`config.mk`:
```
export PLATFORM = sky130hd
export DESIGN_NAME = fetch_controller
export DESIGN_NICKNAME = d
export VERILOG_FILES = /design/src/rtl/fetch_controller_pkg.sv /design/src/rtl/fetch_buffer.sv /design/src/rtl/fetch_controller.sv
export SDC_FILE = /design/constraint.sdc
export NUM_CORES = 1
export LEC_CHECK = 0
export BUFFER_PORTS_ARGS = -buffer_cell sky130_fd_sc_hd__buf_4
export CAP_MARGIN = 30
export CORE_MARGIN = 3
export CORE_UTILIZATION = 35
export CTS_CLUSTER_SIZE = 12
export DETAILED_ROUTE_END_ITERATION = 16
export SLEW_MARGIN = 25
export SYNTH_ARGS = -nofsm -noshare
export SYNTH_HDL_FRONTEND = slang
export SYNTH_HIERARCHICAL = 1
export SYNTH_SLANG_ARGS = --single-unit
```
`constraint.sdc`:
```
create_clock -name clk -period 3.8 [get_ports clk]
set_input_delay 0.38 -clock clk [delete_from_list [all_inputs] [get_ports clk]]
set_output_delay 0.38 -clock clk [all_outputs]
set_load 0.01 [all_outputs]
```
`src/rtl/fetch_controller_pkg.sv`:
```
// Shared types and constants for the instruction fetch front end.
package fetch_controller_pkg;

  typedef enum logic [1:0] {
    RUN,
    FULL,
    HALT
  } fetch_state_t;

  typedef struct packed {
    logic [31:0] pc;
    logic [31:0] instr;
  } fetch_entry_t;

  localparam logic [1:0]  FETCH_DEPTH = 2'd2;
  localparam logic [31:0] PC_STEP     = 32'd4;

  function automatic logic misaligned(input logic [31:0] addr);
    return addr[1:0] != 2'b00;
  endfunction

endpackage

```
`src/rtl/fetch_buffer.sv`:
```
// Two-entry FIFO of fetched {pc, instr}; head entry is held in its own register.
module fetch_buffer
  import fetch_controller_pkg::*;
(
  input  logic         clk,
  input  logic         reset,
  input  logic         enq,
  input  logic         deq,
  input  logic         flush,
  input  fetch_entry_t wr_entry,
  output fetch_entry_t head,
  output logic [1:0]   count
);

  fetch_entry_t tail;

  // Head is always slot 0 so the decode-facing outputs come straight from flops.
  always_ff @(posedge clk or posedge reset) begin
    if (reset) begin
      head  <= '0;
      tail  <= '0;
      count <= '0;
    end else if (flush) begin
      count <= '0;
    end else begin
      case ({enq, deq})
        2'b10: begin
          if (count == 2'd0) head <= wr_entry;
          else               tail <= wr_entry;
          count <= count + 2'd1;
        end
        2'b01: begin
          head  <= tail;
          count <= count - 2'd1;
        end
        2'b11: begin
          if (count == 2'd1) begin
            head <= wr_entry;
          end else begin
            head <= tail;
            tail <= wr_entry;
          end
        end
        default: ;
      endcase
    end
  end

endmodule

```
`src/rtl/fetch_controller.sv`:
```
// Instruction fetch controller: pc register, run/full/halt FSM and a 2-entry fetch buffer.
module fetch_controller
  import fetch_controller_pkg::*;
#(
  parameter logic [31:0] RESET_PC = 32'h0000_0000
) (
  input  logic        clk,
  input  logic        reset,
  output logic [31:0] imem_addr,
  input  logic [31:0] imem_data,
  input  logic        redirect_valid,
  input  logic [31:0] redirect_pc,
  input  logic        halt,
  output logic        fetch_valid,
  output logic [31:0] fetch_instr,
  output logic [31:0] fetch_pc,
  input  logic        fetch_ready,
  output logic        misalign_err
);

  fetch_state_t state;
  logic [31:0]  pc;
  logic [1:0]   count;
  logic [1:0]   count_next;
  logic         redir_ok;
  logic         redir_bad;
  logic         flush;
  logic         deq;
  logic         enq;
  fetch_entry_t wr_entry;
  fetch_entry_t head;

  assign imem_addr   = pc;
  assign fetch_valid = (count != 2'd0);
  assign fetch_instr = head.instr;
  assign fetch_pc    = head.pc;

  // Once the error is latched, redirects are ignored until reset.
  always_comb begin
    redir_ok   = redirect_valid && !misalign_err && !misaligned(redirect_pc);
    redir_bad  = redirect_valid && !misalign_err &&  misaligned(redirect_pc);
    flush      = redir_ok || redir_bad;
    deq        = fetch_valid && fetch_ready;
    enq        = (state == RUN) && !flush && !halt && ((count != FETCH_DEPTH) || deq);
    count_next = count + {1'b0, enq} - {1'b0, deq};
    wr_entry   = '{pc: pc, instr: imem_data};
  end

  always_ff @(posedge clk or posedge reset) begin
    if (reset) begin
      pc           <= RESET_PC;
      state        <= RUN;
      misalign_err <= 1'b0;
    end else if (redir_bad) begin
      misalign_err <= 1'b1;
      state        <= HALT;
    end else if (redir_ok) begin
      pc    <= redirect_pc;
      state <= halt ? HALT : RUN;
    end else begin
      case (state)
        RUN: begin
          if (halt) begin
            state <= HALT;
          end else begin
            if (enq) pc <= pc + PC_STEP;
            if ((count_next == FETCH_DEPTH) && !deq) state <= FULL;
          end
        end
        FULL: begin
          if (halt)     state <= HALT;
          else if (deq) state <= RUN;
        end
        HALT: begin
          if (!halt && !misalign_err) state <= RUN;
        end
        default: state <= RUN;
      endcase
    end
  end

  fetch_buffer u_buf (
    .clk      (clk),
    .reset    (reset),
    .enq      (enq),
    .deq      (deq),
    .flush    (flush),
    .wr_entry (wr_entry),
    .head     (head),
    .count    (count)
  );

endmodule

```
==> results.sh, run 1 <==
export IMPL_cts_tree="yes"
export IMPL_yosysTopAreaCellShare=0.512
export IMPL_min_path_type="input pin to flip-flop"
export IMPL_cts_sinks=165
export IMPL_place_congestion=0.823
export IMPL_grt_pass1_vias=5494
export IMPL_syn_to_final_growth_pct=26.4
export IMPL_fin_tns_setup_ns=0
export IMPL_maxSlewViolCount=0
export IMPL_grt_max_degree=53
export IMPL_wl_per_cell_microns=17.9
export IMPL_end_kind="flip-flop"
export IMPL_clock_latency_ns=0.43
export IMPL_critPathKind="flip-flop to flip-flop"
export IMPL_drive_gt1_frac=0.520
export IMPL_synth_cell_types=55
export IMPL_worstPathMaxFanout=26
export IMPL_rsz0062_at_grt="false"
export IMPL_peakVddDrop_mv=0.357
export IMPL_vias=5278
export IMPL_n_antenna_cell=0
export IMPL_ant_nets=0
export IMPL_cp_start_kind="flip-flop"
export IMPL_synth_top_area_cell="dfrtp_1"
export IMPL_fin_cells=1067
export IMPL_ys_dominant_reg_cell="dfrtp_1"
export IMPL_antenna_found_initial=0
export IMPL_ys_warn_count=6
export IMPL_syn_area_sq_um=8060
export IMPL_cts_setup_buffers=0
export IMPL_p_per_area_nw_per_um2=671
export IMPL_max_slew_margin=0.620
export IMPL_initial_core_util=0.363
export IMPL_seq_area_frac_synth=0.512
export IMPL_final_nets=849
export IMPL_cp_data_arrival_time_ns=2.92
export IMPL_port_buffers=166
export IMPL_synth_async_reset_ratio=1.00
export IMPL_syn_inst=607
export IMPL_dp_cells=1034
export IMPL_synth_fp_nets=682
export IMPL_track_usage=0.155
export IMPL_clk_pin_slew_ns=0.07
export IMPL_synth_edff_count=0
export IMPL_die_area_sq_um=24900
export IMPL_synth_area_per_cell_sq_um=13.3
export IMPL_core_region_area_sq_um=22200
export IMPL_rows=54
export IMPL_drt_iter0_markers=220
export IMPL_pin_count=167
export IMPL_fill_cells=2035
export IMPL_chipWidth_microns=158
export IMPL_cts_root_buf="clkbuf_16"
export IMPL_grt_overflow_total=0
export IMPL_period_needed_ns=2.62
export IMPL_cts_buffers=17
export IMPL_drc=0
export IMPL_max_slew_worst_pin_slew_ns=0.570
export IMPL_synth_seq_cells=165
export IMPL_clock_fmax_ghz=0.382
export IMPL_final_period_utilization=0.688
export IMPL_final_hold_violation_count=0
export IMPL_drt_total_wl_mm=19.1
export IMPL_cts_max_path_buffers=2
export IMPL_place_detailed_hpwl_mm=13.2
export IMPL_status="complete, no violations"
export IMPL_die_height_microns=158
export IMPL_fin_skew_ns=0.0132
export IMPL_required_ns=4.11
export IMPL_grt_pass1_wl_mm=30.1
export IMPL_drt_pass1_iterations=4
export IMPL_yosys_top_cells_area="dfrtp_1 51%, mux2_2 20%, mux2_4 7.5%, mux2_1 1.7%, nand2_1 1.4%"
export IMPL_setup_viol=0
export IMPL_viasPerCell=4.95
export IMPL_cap_violations=0
export IMPL_htreeDepth=4
export IMPL_leakage_uw=0.00487
## layer usage
layer | routed length [microns] | GRT usage
met1 | 8650 | 0.200
met2 | 8930 | 0.251
met3 | 1350 | 0.0558
met4 | 167 | 0.0360
met5 | 0 | 0
## per-stage QoR
step / setup WS, ns / hold slack, ns / instance area, sq um / total power [uW] / utilization
2_1_floorplan: 1.06 / 0.474 / 8060 / 4260 / -
3_3_place_gp: 1.12 / 0.473 / 9570 / 5180 / 0.430
3_5_place_dp: 1.08 / 0.472 / 9590 / 5230 / 0.431
4_1_cts: 1.17 / 0.141 / 10200 / 6960 / 0.458
5_1_grt: 1.05 / 0.151 / 10200 / 7280 / 0.458
6_report: 1.18 / 0.160 / 10200 / 6830 / 0.458
## Yosys cell counts (10+ instances only)
library cell	count
dfrtp_1	165
nor3_1	10
inv_1	10
nand3_1	17
mux2_1	12
buf_4	10
nor2_1	16
nand4_1	12
mux2_2	140
xnor2_1	13
mux2_4	40
nand2_1	31
o21ai_1	18
## where the power goes
group	internal, uW	switching, uW
combinational	1430	938
clock	880	799
sequential	2370	415
## critical path, cell delays in order (launching register included)
cell and delay (ns):
dfrtp_1 0.42, or2b_2 0.36, inv_2 0.13, or4_4 0.17
clkinv_4 0.17, a21boi_4 0.17, buf_4 0.38, mux2_2 0.38
mux2_1 0.29
## flip-flops by register name, indices dropped and copies added, names as in the netlist
name          cells
imem_addr        32
u_buf/tail       64
u_buf/count       2
state             2
u_buf/head       64
misalign_err      1
## final timing paths
path	from	end	slack, ns	cells after the start
worst max-delay path	misalign_err$_DFFE_PP0P_	u_buf/head[23]$_DFFE_PP0P_	1.18	8
worst min register to register	u_buf/head[24]$_DFFE_PP0P_	u_buf/head[24]$_DFFE_PP0P_	0.49	1
worst max register to register	misalign_err$_DFFE_PP0P_	u_buf/head[23]$_DFFE_PP0P_	1.18	8
min in group asynchronous	reset	u_buf/tail[14]$_DFFE_PP0P_	0.57	3
worst min-delay path	redirect_pc[13]	imem_addr[13]$_DFFE_PP0N_	0.16	3
max in group asynchronous	reset	u_buf/head[28]$_DFFE_PP0P_	2.39	5
## repair_timing
| action | in CTS | in global routing |
|---|---|---|
| hold buffers | 1 | 0 |
| resized for setup | 0 | 0 |
| endpoints found under the hold margin | 17 | 0 |
## cell families after synthesis
logic type	count (synthesis)	share of synthesized area
AO/OA/AOI/OAI	52	0.0432
XOR/XNOR	21	0.0228
adder cells (fa/ha/maj)	6	0.00932
buffers and inverters	44	0.0357
flip-flops	165	0.512
multiplexers	194	0.289
AND/OR/NAND/NOR	125	0.0873
## placed cells by master (no fill, tap or decap), drive strengths merged, types with 2 or more instances in the layout
master	n
or2	2
buf	179
a21boi	2
nand2	31
and3	5
a31oi	4
mux2	192
and4	4
dfrtp	165
a21oi	6
xnor2	13
clkinv	8
a221o	3
nor4	3
ha	6
clkinvlp	2
mux2i	2
nor3b	4
and2	6
clkbuf	17
nor2	18
nor3	15
o21ai	23
xor2	8
nand3	17
inv	17
a211oi	3
nand4	13
o22ai	2
a21o	3
## final cells by class
| type | count | area, sq um | share of cell area |
|---|---|---|---|
| multi-input cells | 398 | 3650 | 0.358 |
| clock buffers | 17 | 425 | 0.0418 |
| repair buffers | 180 | 1420 | 0.139 |
| flip-flops and latches | 165 | 4130 | 0.405 |
| inverters | 12 | 53.8 | 0.00528 |
| well taps | 280 | 350 | 0.0344 |
| clock inverters | 15 | 160 | 0.0157 |
(Power assumes the default switching activity.)
==> run 2: changes to the inputs <==
- ABC_AREA: not set -> 1
- clock period: 3.8 -> 2.6 ns (I/O delays scaled with it)
==> results.sh, run 2 <==
export IMPL_hold_slack_ns=0.0825
export IMPL_place_congestion=0.884
export IMPL_max_slew_worst_pin_slew_ns=0.794
export IMPL_status="complete, no violations"
export IMPL_cts_sinks=165
export IMPL_maxSlewViolCount=0
export IMPL_setup_viol=0
export IMPL_p_per_area_nw_per_um2=994
export IMPL_cp_data_arrival_time_ns=2.58
export IMPL_yosysTopAreaCellShare=0.460
export IMPL_drive_gt1_frac=0.186
export IMPL_r2r_cells=12
export IMPL_synth_async_reset_ratio=1.00
export IMPL_drt_iter0_markers=565
export IMPL_die_area_sq_um=27600
export IMPL_fin_tns_setup_ns=0
export IMPL_min_to="u_buf/tail[5]$_DFFE_PP0P_"
export IMPL_n_antenna_cell=0
export IMPL_synth_area_per_cell_sq_um=7.44
export IMPL_synth_seq_cells=165
export IMPL_cts_setup_buffers=0
export IMPL_ys_dominant_reg_cell="dfrtp_1"
export IMPL_fin_cells=1686
export IMPL_synth_edff_count=0
export IMPL_drt_pass1_iterations=5
export IMPL_ys_warn_count=6
export IMPL_grt_pass1_wl_mm=41.9
export IMPL_critPathKind="flip-flop to flip-flop"
export IMPL_clk_pin_slew_ns=0.07
export IMPL_final_nets=1424
export IMPL_port_buffers=166
export IMPL_drt_total_wl_mm=25.4
export IMPL_cts_root_buf="clkbuf_16"
export IMPL_peakVddDrop_mv=0.407
export IMPL_grt_overflow_total=0
export IMPL_synth_fp_nets=1281
export IMPL_rr_endpoint="u_buf/tail[14]$_DFFE_PP0P_"
export IMPL_synthTopCellsByCount="468 x nand2_1, 171 x nand3_1, 165 x dfrtp_1, 119 x inv_1, 65 x nand3b_1"
export IMPL_final_period_utilization=0.856
export IMPL_synth_top_area_cell="dfrtp_1"
export IMPL_syn_area_sq_um=8980
export IMPL_min_path_type="input pin to flip-flop"
export IMPL_cts_tree="yes"
export IMPL_die_height_microns=166
export IMPL_cts_max_path_buffers=2
export IMPL_grt_max_degree=65
export IMPL_cts_buffers=17
export IMPL_clock_fmax_ghz=0.449
export IMPL_rsz0062_at_grt="false"
export IMPL_viasPerCell=4.79
export IMPL_vias=8084
export IMPL_yosys_cell_count_top_type="nand2_1"
export IMPL_antenna_found_initial=0
export IMPL_r2r_setup_slack_ns=0.37
export IMPL_whs_path_depth=3
export IMPL_initial_core_util=0.363
export IMPL_max_slew_margin=0.469
export IMPL_end_kind="flip-flop"
export IMPL_synth_cell_types=37
export IMPL_syn_to_final_growth_pct=24.3
export IMPL_wl_per_cell_microns=15.1
export IMPL_yosys_top_cells_area="dfrtp_1 46%, nand2_1 20%, nand3_1 9.5%, nand3b_1 5.4%, inv_1 5.0%"
export IMPL_htreeDepth=4
export IMPL_core_region_area_sq_um=24700
export IMPL_cp_start_kind="flip-flop"
export IMPL_drc=0
export IMPL_final_common_cell="nand2_1"
export IMPL_final_area_sq_um=11200
export IMPL_syn_inst=1206
export IMPL_place_detailed_hpwl_mm=17.0
export IMPL_rr_startpoint="u_buf/count[0]$_DFFE_PP0P_"
export IMPL_rows=57
export IMPL_required_ns=2.95
export IMPL_worstHoldStart="imem_data[5]"
export IMPL_dp_cells=1653
export IMPL_ant_nets=0
export IMPL_placed_area_sq_um=10500
export IMPL_track_usage=0.184
export IMPL_layout_common_cells="468 x nand2_1, 176 x buf_4, 170 x nand3_1, 165 x dfrtp_1, 117 x inv_1"
export IMPL_worstPathMaxFanout=42
export IMPL_final_hold_violation_count=0
export IMPL_seq_area_frac_synth=0.460
export IMPL_grt_pass1_vias=7748
export IMPL_pin_count=167
export IMPL_period_needed_ns=2.23
export IMPL_fin_skew_ns=0.0119
export IMPL_clock_latency_ns=0.42
export IMPL_chipWidth_microns=166
export IMPL_leakage_uw=0.00604
export IMPL_cap_violations=0
run 2: changes by cell type in the layout (fill, tap and decap cells not counted), sizes merged, moves of 7 or more:
cell / before / now
nor2: 18 / 72
xnor2: 13 / 1
nor3: 15 / 4
nand2: 31 / 483
nand4: 13 / 6
nand3: 17 / 171
mux2: 192 / 0
nand3b: 1 / 65
inv: 17 / 126
run 2: layout make-up:
class | count | area [sq um]
sequential | 165 | 4130
clock buffer | 20 | 437
clock inverter | 12 | 203
inverter | 127 | 485
fill | 2545 | 13600
multi-input combinational | 853 | 4010
timing repair buffer | 185 | 1490
tap | 324 | 405
run 2: cells by family (layout without fill, tap and decap cells):
kind of cell             count (synthesis)  in the layout  synth area share
AO/OA/AOI/OAI                           36             36            0.0240
XOR/XNOR                                 6              6           0.00585
adder cells (fa/ha/maj)                  6              6           0.00836
buffers and inverters                  188            344            0.0943
flip-flops                             165            165             0.460
AND/OR/NAND/NOR                        805            805             0.408
run 2: worst max path at each step:
stage                                from                    endpoint  slack [ns]  cells after the start
2_1_floorplan  u_buf/count[0]$_DFFE_PP0P_  u_buf/head[56]$_DFFE_PP0P_        0.60                     13
3_3_place_gp   u_buf/count[0]$_DFFE_PP0P_  u_buf/tail[28]$_DFFE_PP0P_        0.46                     12
3_5_place_dp   u_buf/count[0]$_DFFE_PP0P_  u_buf/tail[14]$_DFFE_PP0P_        0.40                     12
4_1_cts        u_buf/count[0]$_DFFE_PP0P_  u_buf/tail[14]$_DFFE_PP0P_        0.39                     12
5_1_grt        u_buf/count[0]$_DFFE_PP0P_  u_buf/tail[42]$_DFFE_PP0P_        0.16                     12
6_report       u_buf/count[0]$_DFFE_PP0P_  u_buf/tail[14]$_DFFE_PP0P_        0.37                     12
run 2: power by group:
| part | internal [uW] | leakage, uW | switching (uW) | total (uW) |
|---|---|---|---|---|
| Combinational | 1810 | 0.00364 | 2220 | 4040 |
| Sequential | 3540 | 0.00208 | 737 | 4280 |
| Clock | 1710 | 0.000309 | 1070 | 2780 |
| Total | 7070 | 0.00604 | 4030 | 11100 |
run 2: metrics by stage:
| step | power, uW | util | setup WS, ns |
|---|---|---|---|
| floorplan | 6580 | - | 0.600 |
| global placement | 8310 | 0.425 | 0.458 |
| detailed placement | 8390 | 0.425 | 0.401 |
| CTS | 11200 | 0.451 | 0.388 |
| global route | 11900 | 0.451 | 0.163 |
| finish | 11100 | 0.451 | 0.374 |
run 2: routing by layer:
layer	routed length, microns	GRT usage
met5	0	0
met1	12400	0.271
met3	1340	0.0295
met4	256	0.0438
met2	11500	0.285
run 2: worst max-delay path, stage by stage, from the launching register on:
cell	delay (ns)
dfrtp_1	0.46
inv_1	0.08
nand2_2	0.08
nand2_2	0.07
nand2_1	0.10
nand2_4	0.10
clkinv_1	0.13
buf_4	0.22
nand2_1	0.11
nor2_4	0.13
buf_4	0.41
nand3_1	0.14
nand2_1	0.10
run 2: timing repair:
item,in CTS,in global routing
gates resized for setup,0,0
endpoints found under the hold margin,21,0
hold buffers,1,0
